## config.mk

```make
export PLATFORM = sky130hd
export DESIGN_NAME = cordic_result_collector
export DESIGN_NICKNAME = d
export VERILOG_FILES = /design/src/rtl/adder_pkg.sv /design/src/rtl/fixed_to_float_unit.sv /design/src/rtl/cordic_result_collector.sv
export SDC_FILE = /design/constraint.sdc
export NUM_CORES = 1
export LEC_CHECK = 0
export CORE_AREA = 4 4 93 139
export CTS_CLUSTER_DIAMETER = 200
export CTS_CLUSTER_SIZE = 30
export DETAILED_ROUTE_END_ITERATION = 7
export DIE_AREA = 0 0 97 143
export GPL_TIMING_DRIVEN = 1
export PLACE_DENSITY = 0.78
export REMOVE_ABC_BUFFERS = 1
export SYNTH_ARGS = -nofsm -noshare
export SYNTH_HDL_FRONTEND = slang
export SYNTH_SLANG_ARGS = --single-unit
```

## constraint.sdc

```tcl
create_clock -name clk -period 2.44 [get_ports clk]
set_input_delay 0.366 -clock clk [delete_from_list [all_inputs] [get_ports clk]]
set_output_delay 0.366 -clock clk [all_outputs]
set_load 0.03 [all_outputs]
```

## src/rtl/adder_pkg.sv

```systemverilog
// Shared constants for the float<->CORDIC adder path: widths, exponent bias,
// the collect/normalise/pack state encoding and a leading-zero helper.
package adder_pkg;

  localparam int FLT_DATA_WIDTH    = 32;
  localparam int CORDIC_DATA_WIDTH = 22;
  localparam int FRAC_BITS         = 20;
  localparam int FLT_EXP_BIAS      = 127;
  localparam int FLT_MAN_WIDTH     = 23;
  localparam int SHIFT_CNT_WIDTH   = 5;

  typedef enum logic [1:0] {
    ST_COLLECT = 2'b00,
    ST_NORM    = 2'b01,
    ST_PACK    = 2'b11
  } state_e;

  // The issuing stage calls its idle state IDLE; it shares the COLLECT code.
  localparam state_e ST_IDLE = ST_COLLECT;

  // Leading-zero count of a CORDIC magnitude; returns 0 for a zero input.
  function automatic logic [SHIFT_CNT_WIDTH-1:0] lzc(
    input logic [CORDIC_DATA_WIDTH-1:0] v
  );
    lzc = '0;
    for (int i = 0; i < CORDIC_DATA_WIDTH; i++) begin
      if (v[i]) lzc = SHIFT_CNT_WIDTH'(CORDIC_DATA_WIDTH - 1 - i);
    end
  endfunction

endpackage

```

## src/rtl/fixed_to_float_unit.sv

```systemverilog
// One channel: Q2.20 two's complement -> sign/magnitude -> normalised -> IEEE single.
// CORDIC_RESULT_COLLECTOR_FAST_NORM_EN selects a one-edge barrel normaliser.
module fixed_to_float_unit #(
  parameter int FLT_DATA_WIDTH    = adder_pkg::FLT_DATA_WIDTH,
  parameter int CORDIC_DATA_WIDTH = adder_pkg::CORDIC_DATA_WIDTH,
  parameter int FRAC_BITS         = adder_pkg::FRAC_BITS
) (
  input  logic                         clk,
  input  logic                         rst,
  input  logic                         load_i,
  input  logic                         step_i,
  input  logic [CORDIC_DATA_WIDTH-1:0] data_i,
  output logic                         finished_o,
  output logic [FLT_DATA_WIDTH-1:0]    float_o
);
  import adder_pkg::*;

  localparam int W       = CORDIC_DATA_WIDTH;
  localparam int EXP_TOP = FLT_EXP_BIAS + (W - 1 - FRAC_BITS);

  logic                       sign_q, sign_d;
  logic [W-1:0]               mag_q, mag_d;
  logic [SHIFT_CNT_WIDTH-1:0] k_q, k_d;
  logic [7:0]                 exp_w;
  logic                       is_norm;

  assign is_norm = (mag_q == '0) || mag_q[W-1];

  always_comb begin
    // NOTE: every comb output gets its hold value first so no path infers a latch.
    sign_d = sign_q;
    mag_d  = mag_q;
    k_d    = k_q;
    if (load_i) begin
      sign_d = data_i[W-1];
      mag_d  = data_i[W-1] ? -data_i : data_i;
      k_d    = '0;
`ifdef CORDIC_RESULT_COLLECTOR_FAST_NORM_EN
    end else if (step_i) begin
      mag_d = mag_q << lzc(mag_q);
      k_d   = lzc(mag_q);
`else
    end else if (step_i && !is_norm) begin
      mag_d = mag_q << 1;
      k_d   = k_q + SHIFT_CNT_WIDTH'(1);
`endif
    end
  end

`ifdef CORDIC_RESULT_COLLECTOR_FAST_NORM_EN
  assign finished_o = 1'b1;
`else
  assign finished_o = is_norm;
`endif

  assign exp_w   = 8'(EXP_TOP) - 8'(k_q);
  assign float_o = (mag_q == '0) ? '0
                 : {sign_q, exp_w, mag_q[W-2:0], {(FLT_MAN_WIDTH - (W - 1)){1'b0}}};

  always_ff @(posedge clk) begin
    // NOTE: the datapath is reset too, so a conversion aborted by reset leaves no residue.
    if (!rst) begin
      sign_q <= 1'b0;
      mag_q  <= '0;
      k_q    <= '0;
    end else begin
      // NOTE: state registers use non-blocking assignments only.
      sign_q <= sign_d;
      mag_q  <= mag_d;
      k_q    <= k_d;
    end
  end

endmodule

```

## src/rtl/cordic_result_collector.sv

```systemverilog
// Collects two CORDIC results, normalises both in parallel and emits two floats
// with a done pulse. CORDIC_RESULT_COLLECTOR_FAST_NORM_EN: single-edge normalise.
module cordic_result_collector #(
  parameter int FLT_DATA_WIDTH    = adder_pkg::FLT_DATA_WIDTH,
  parameter int CORDIC_DATA_WIDTH = adder_pkg::CORDIC_DATA_WIDTH,
  parameter int FRAC_BITS         = adder_pkg::FRAC_BITS
) (
  input  logic                         clk,
  input  logic                         rst,
  input  logic                         clk_en,
  input  logic                         in_valid_one,
  input  logic                         in_valid_two,
  input  logic [CORDIC_DATA_WIDTH-1:0] in_one,
  input  logic [CORDIC_DATA_WIDTH-1:0] in_two,
  output logic                         busy,
  output logic                         done,
  output logic [FLT_DATA_WIDTH-1:0]    out_one,
  output logic [FLT_DATA_WIDTH-1:0]    out_two
);
  import adder_pkg::*;

  state_e                    state_q, state_d;
  logic                      cap_one_q, cap_one_d;
  logic                      cap_two_q, cap_two_d;
  logic                      done_q, busy_q;
  logic [FLT_DATA_WIDTH-1:0] out_one_q, out_two_q;
  logic                      load_one, load_two, step;
  logic                      fin_one, fin_two;
  logic [FLT_DATA_WIDTH-1:0] flt_one, flt_two;

  assign load_one = clk_en && (state_q == ST_COLLECT) && in_valid_one;
  assign load_two = clk_en && (state_q == ST_COLLECT) && in_valid_two;
  assign step     = clk_en && (state_q == ST_NORM);

  fixed_to_float_unit #(
    .FLT_DATA_WIDTH   (FLT_DATA_WIDTH),
    .CORDIC_DATA_WIDTH(CORDIC_DATA_WIDTH),
    .FRAC_BITS        (FRAC_BITS)
  ) u_unit_one (
    .clk       (clk),
    .rst       (rst),
    .load_i    (load_one),
    .step_i    (step),
    .data_i    (in_one),
    .finished_o(fin_one),
    .float_o   (flt_one)
  );

  fixed_to_float_unit #(
    .FLT_DATA_WIDTH   (FLT_DATA_WIDTH),
    .CORDIC_DATA_WIDTH(CORDIC_DATA_WIDTH),
    .FRAC_BITS        (FRAC_BITS)
  ) u_unit_two (
    .clk       (clk),
    .rst       (rst),
    .load_i    (load_two),
    .step_i    (step),
    .data_i    (in_two),
    .finished_o(fin_two),
    .float_o   (flt_two)
  );

  always_comb begin
    state_d   = state_q;
    cap_one_d = cap_one_q;
    cap_two_d = cap_two_q;
    case (state_q)
      ST_COLLECT: begin
        if (in_valid_one) cap_one_d = 1'b1;
        if (in_valid_two) cap_two_d = 1'b1;
        if (cap_one_d && cap_two_d) state_d = ST_NORM;
      end
      ST_NORM: begin
        if (fin_one && fin_two) state_d = ST_PACK;
      end
      ST_PACK: begin
        state_d   = ST_COLLECT;
        cap_one_d = 1'b0;
        cap_two_d = 1'b0;
      end
      default: state_d = ST_COLLECT;
    endcase
  end

  always_ff @(posedge clk) begin
    if (!rst) begin
      state_q   <= ST_IDLE;
      cap_one_q <= 1'b0;
      cap_two_q <= 1'b0;
      done_q    <= 1'b0;
      busy_q    <= 1'b0;
      out_one_q <= '0;
      out_two_q <= '0;
    end else if (clk_en) begin
      state_q   <= state_d;
      cap_one_q <= cap_one_d;
      cap_two_q <= cap_two_d;
      done_q    <= (state_q == ST_PACK);
      busy_q    <= (state_d != ST_COLLECT);
      if (state_q == ST_PACK) begin
        out_one_q <= flt_one;
        out_two_q <= flt_two;
      end
    end
  end

  assign busy    = busy_q;
  assign done    = done_q;
  assign out_one = out_one_q;
  assign out_two = out_two_q;

endmodule

```

Yosys cells after proc, flatten, opt, wreduce, memory -nomap -nowiden

Cells that the tools add are included.

Input bits: 49
Bits in read-only memories: 0
Logic and storage cells: 62
Register bits: 126
Memories kept: 0
Bits in latches: 0
Output and inout port bits: 66
RAM bits: 0

Multiplexer cells: 17
Order comparisons: 0
Eq/ne operators: 2
$add $sub $neg: 6
Bitwise logic cells: 1
Reductions and logical operators: 23
Multipliers: 0
Shift operators: 0
Div/mod/pow operators: 0

Operators with widths:

| cell                  | count |
|---|---|
| $mux W22              | 6 |
| $mux W32              | 2 |
| $logic_not A22 Y1     | 2 |
| $neg A22 Y22          | 2 |
| $sub A8 B5 Y8 const A | 2 |
| $add A5 B1 Y5 const B | 2 |
| $logic_and A1 B1 Y1   | 8 |
| $reduce_bool A2 Y1    | 4 |
| $mux W1               | 4 |
| $mux W2               | 2 |
| $pmux W1 S2           | 2 |
| $pmux W2 S2           | 1 |
| $reduce_and A2 Y1     | 2 |
| $reduce_or A2 Y1      | 2 |
| $eq A2 B1 Y1 const B  | 1 |
| $eq A2 B2 Y1 const B  | 1 |
| $logic_not A1 Y1      | 2 |
| $logic_not A2 Y1      | 1 |
| $logic_or A1 B1 Y1    | 2 |
| $not A1 Y1            | 1 |

Longest topological paths before layout

Depth in word-level cells: 6
Depth in mapped cells: 9
Depth with buffers taken out: 7

Modules after synthesis

A second synthesis with hierarchy kept.

Cells, all modules: 802
Area, all modules: 6849.1 um^2

Modules (own cells, without submodules):

| module                  | times used | sequential area each (um^2) | area each (um^2) | cells each |
|---|---|---|---|---|
| fixed_to_float_unit     | 2          | 560.5                       | 1935.6           | 244 |
| cordic_result_collector | 1          | 1401.3                      | 2977.9           | 314 |

Worst setup path after synthesis

No wires, ideal clock.

Kind: input port to flip-flop
Start: in in_two[1]
End: reg u_unit_two.mag_q[18]
Setup time: 0.127 ns
Stages: 7
Setup slack: 0.526 ns
Data required time: 2.313 ns
Arrival time: 1.788 ns
Buffers on the path: 0
Cells stage by stage: inv_1 -> ha_1 -> or3b_2 -> or2_1 -> o31ai_1 -> xor2_1 -> o22ai_1

Cells in the longest elaborated chain, start to end: 3

Ends and longest elaborated chain:

| what                 | RTL line                      | source |
|---|---|---|
| start, declared      | cordic_result_collector.sv:14 | `input logic [CORDIC_DATA_WIDTH-1:0] in_two,` |
| $neg A22 Y22         | fixed_to_float_unit.sv:36     | `mag_d = data_i[W-1] ? -data_i : data_i;` |
| $mux W22             | fixed_to_float_unit.sv:36     |  |
| $mux W22             | fixed_to_float_unit.sv:34     | `if (load_i) begin` |
| end signal, assigned | fixed_to_float_unit.sv:69     | `mag_q <= mag_d;` |
| end, declared        | fixed_to_float_unit.sv:22     | `logic [W-1:0] mag_q, mag_d;` |

Every way passes these cells.
A chain may end at the register's enable or synchronous reset.

Final worst setup path

Start: in in_two[0]
End: reg u_unit_two.mag_q[18]

The elaborated chain is that of the path after synthesis.

==> impl_results.md <==
- Die ar.: 0.0139 mm²
- Detailed Routing Iterations Pass 1: 7
- Clk_skew: 7.10 ps
- Period utilization: 89.5%
- Number of global-route vias before repair: 6036
- Syn Inst Count: 730
- Total track usage: 24.8%
- Ys Warns: 0
- Pre-CTS setup slack: -73.0 ps
- Final Util: 68.1%
- Crit path cell chain: clkdlybuf4s50_1 > inv_1 > ha_1 > or3b_2 > or2_1 > o31ai_1 > xor2_1 > o22ai_1
- Fraction of registers with async set/reset: 0%
- Post-CTS sizing: 0
- Avg Vias per Cell: 5.71
- Slew HR: 54.2%
- Routed vias: 5868
- I/O Buffers: 110
- Final WL: 17100 µm
- Nets: 920
- CTS clock-pin slew for the worst setup and hold paths: 60 ps
- IO Count: 115
- RePlAce Congestion: 0.926
- Initial antenna violation count: 0
- Largest net degree at the start of global routing: 37
- Die Y-Extent: 143 µm
- Clock network fraction of total power: 46.7%
- Most common library cells after synthesis: 136 x nand2_1, 122 x dfxtp_1, 90 x a21oi_1
- Library cells used by synthesis: 58
- Starting Density: 50.3%
- Most numerous cell in the Yosys netlist: nand2_1
- Post-Synthesis Cell Area: 0.00595 mm²
- H-tree depth: 4
- Root Buffer: clkbuf_16
- Die Width: 97 µm
- Crit path largest cell delay: 470 ps
- Peak VDD IR: 567 µV
- Setup violations, final: 0
- Max clock buf depth: 2
- Proportion of layout cells with a drive suffix above 1: 12.1%
- Yosys top cell area share: 41.0%
- Final-report hold violation count: 0
- Fillers: 984
- Sequential cell area fraction in the yosys report: 41.0%
- Slew @ Worst Pin: 685 ps
- Maximum clock rate: 0.458 GHz
- Detail Route Antenna Nets: 0
- Ant. Diodes: 0
- Overall Power: 0.00532 W
- CTS tree: built
- Hold-fix buffers at CTS: 0
- RSZ-0062 raised after global routing: no
- Placed Cells: 996
- Wire per inst: 16.7 µm
- FF+latch count, synth: 122
- Internal power: 0.00396 W
- Final cell count without fillers: 1028
- Synth Area per Inst: 8.15 µm²
- Critical path startpoint category: primary input
- Clock latency at the later pin of the worst-skew pair: 410 ps
- Switching Power: 0.00136 W
- Synth Flop Type: dfxtp_1
- Residual DRC count: 0
- Sw frac: 25.6%
- First DRT Iteration DRCs: 288
- Status: completed
- PwrDens: 660 mW/mm²
- CP Max Fanout: 5
- Leakage: 2.96 nW
- Min Tclk post-route: 2180 ps
- Worst setup path class: in -> reg
- HP Class: reg -> reg
- Slew Limit Fails: 0
- WP data required: 2730 ps
- WP buf/inv: 2
- Area grow syn2layout: 35.5%
- Max cap viols: 0
- Synth area leader: dfxtp_1
- Slowest cell on crit path: or3b_2
- Core ar.: 0.0118 mm²
- Sequential power share: 40.5%
- Ranking of synthesized cells by area: dfxtp_1 41%, nand2_1 8.6%, a21oi_1 7.6%
- Postcts setup bufs: 0
- Largest delay contributor family on the critical path: simple AND/OR/NAND/NOR gates
- CP Capture Type: register
- Cell Rows: 49
- Detailed Place HPWL: 12800 µm
- PnR worst setup slack: 255 ps
- First-pass GRT wire length: 28100 µm
- Worst hold slack: 451 ps
- Gate power share: 12.8%
- Inserted Clock Buffers: 17
- Post-synth EDFFs: 0
- Arrival @ worst endpoint: 2470 ps
- Total grt overflow: 0
- Clk sink count: 122
-- metrics by stage --
| step | area, µm² | setup TNS [ps] |
|---|---|---|
| final | 8060 | 0 |
| after global routing | 8060 | 0 |
| after CTS | 8060 | 0 |
| after detailed placement | 7470 | -243 |
| after global placement | 7470 | -8.00 |
| after floorplan | 5750 | -6270 |
-- layout by cell type (no fill, tap or decap), drive strengths merged, types with 7 or more instances in the layout --
| cell type | n |
|---|---|
| o22ai | 11 |
| dfxtp | 122 |
| mux2i | 25 |
| ha | 9 |
| clkbuf | 21 |
| nor2 | 34 |
| a211oi | 8 |
| buf | 52 |
| a21oi | 91 |
| xnor2 | 20 |
| or2 | 7 |
| nand2 | 136 |
| nor4 | 17 |
| o31ai | 16 |
| nand3 | 20 |
| inv | 13 |
| nor3 | 7 |
| xor2 | 26 |
| o21ai | 36 |
| clkdlybuf4s50 | 110 |
| or3 | 8 |
-- sequential cells by signal, indices dropped and copies added, names as in the netlist --
name / count
cap_two_q: 1
u_unit_two.k_q: 5
u_unit_two.mag_q: 22
u_unit_one.mag_q: 22
out_one: 30
state_q: 2
cap_one_q: 1
u_unit_two.sign_q: 1
u_unit_one.sign_q: 1
out_two: 30
done: 1
u_unit_one.k_q: 5
busy: 1
-- power by group through the flow --
| stage | Combinational, W | Clock (W) | Sequential (W) |
|---|---|---|---|
| after CTS | 0.000676 | 0.00250 | 0.00215 |
| after global routing | 0.000743 | 0.00258 | 0.00216 |
| after floorplan | 0.000368 | 0 | 0.00217 |
| final | 0.000680 | 0.00248 | 0.00216 |
| after detailed placement | 0.000666 | 0 | 0.00219 |
| after global placement | 0.000649 | 0 | 0.00219 |
-- worst min-delay path, cell delays in order (launching register included) --
cell	delay, ps
dfxtp_1	310
nand2_1	50
a21oi_1	50
-- layout make-up --
cell class              instances  area, µm²  area share (%)
inverters                      13       48.8           0.605
clock buffers                  21        470            5.83
clock inverters                11        120            1.49
multi-input cells             546       3260            40.4
well taps                     153        191            2.37
flip-flops and latches        122       2440            30.3
repair buffers                162       1530            19.0
-- final timing paths --
path	from	endpoint	slack, ps	cells after the start
max	in_two[0]	u_unit_two.mag_q[18]	260	8
min	out_two[24]	out_two[24]	450	2
max reg2reg	u_unit_one.mag_q[16]	u_unit_one.mag_q[10]	290	5
min reg2reg	out_two[24]	out_two[24]	450	2
-- cell families after synthesis --
family	synth area share, %
XOR/XNOR	6.77
buffers and inverters	4.44
AO/OA/AOI/OAI	20.0
multiplexers	4.77
AND/OR/NAND/NOR	21.0
other	0.0630
adder cells (fa/ha/maj)	1.89
flip-flops	41.0
-- per-layer routing --
metal  wire length (µm)  global-route usage (%)
met1               6320                    25.4
met5                  0                       0
met2               9160                    46.8
met4                614                    11.8
met3               1050                    6.11
Power figures use the tool's default switching activity.
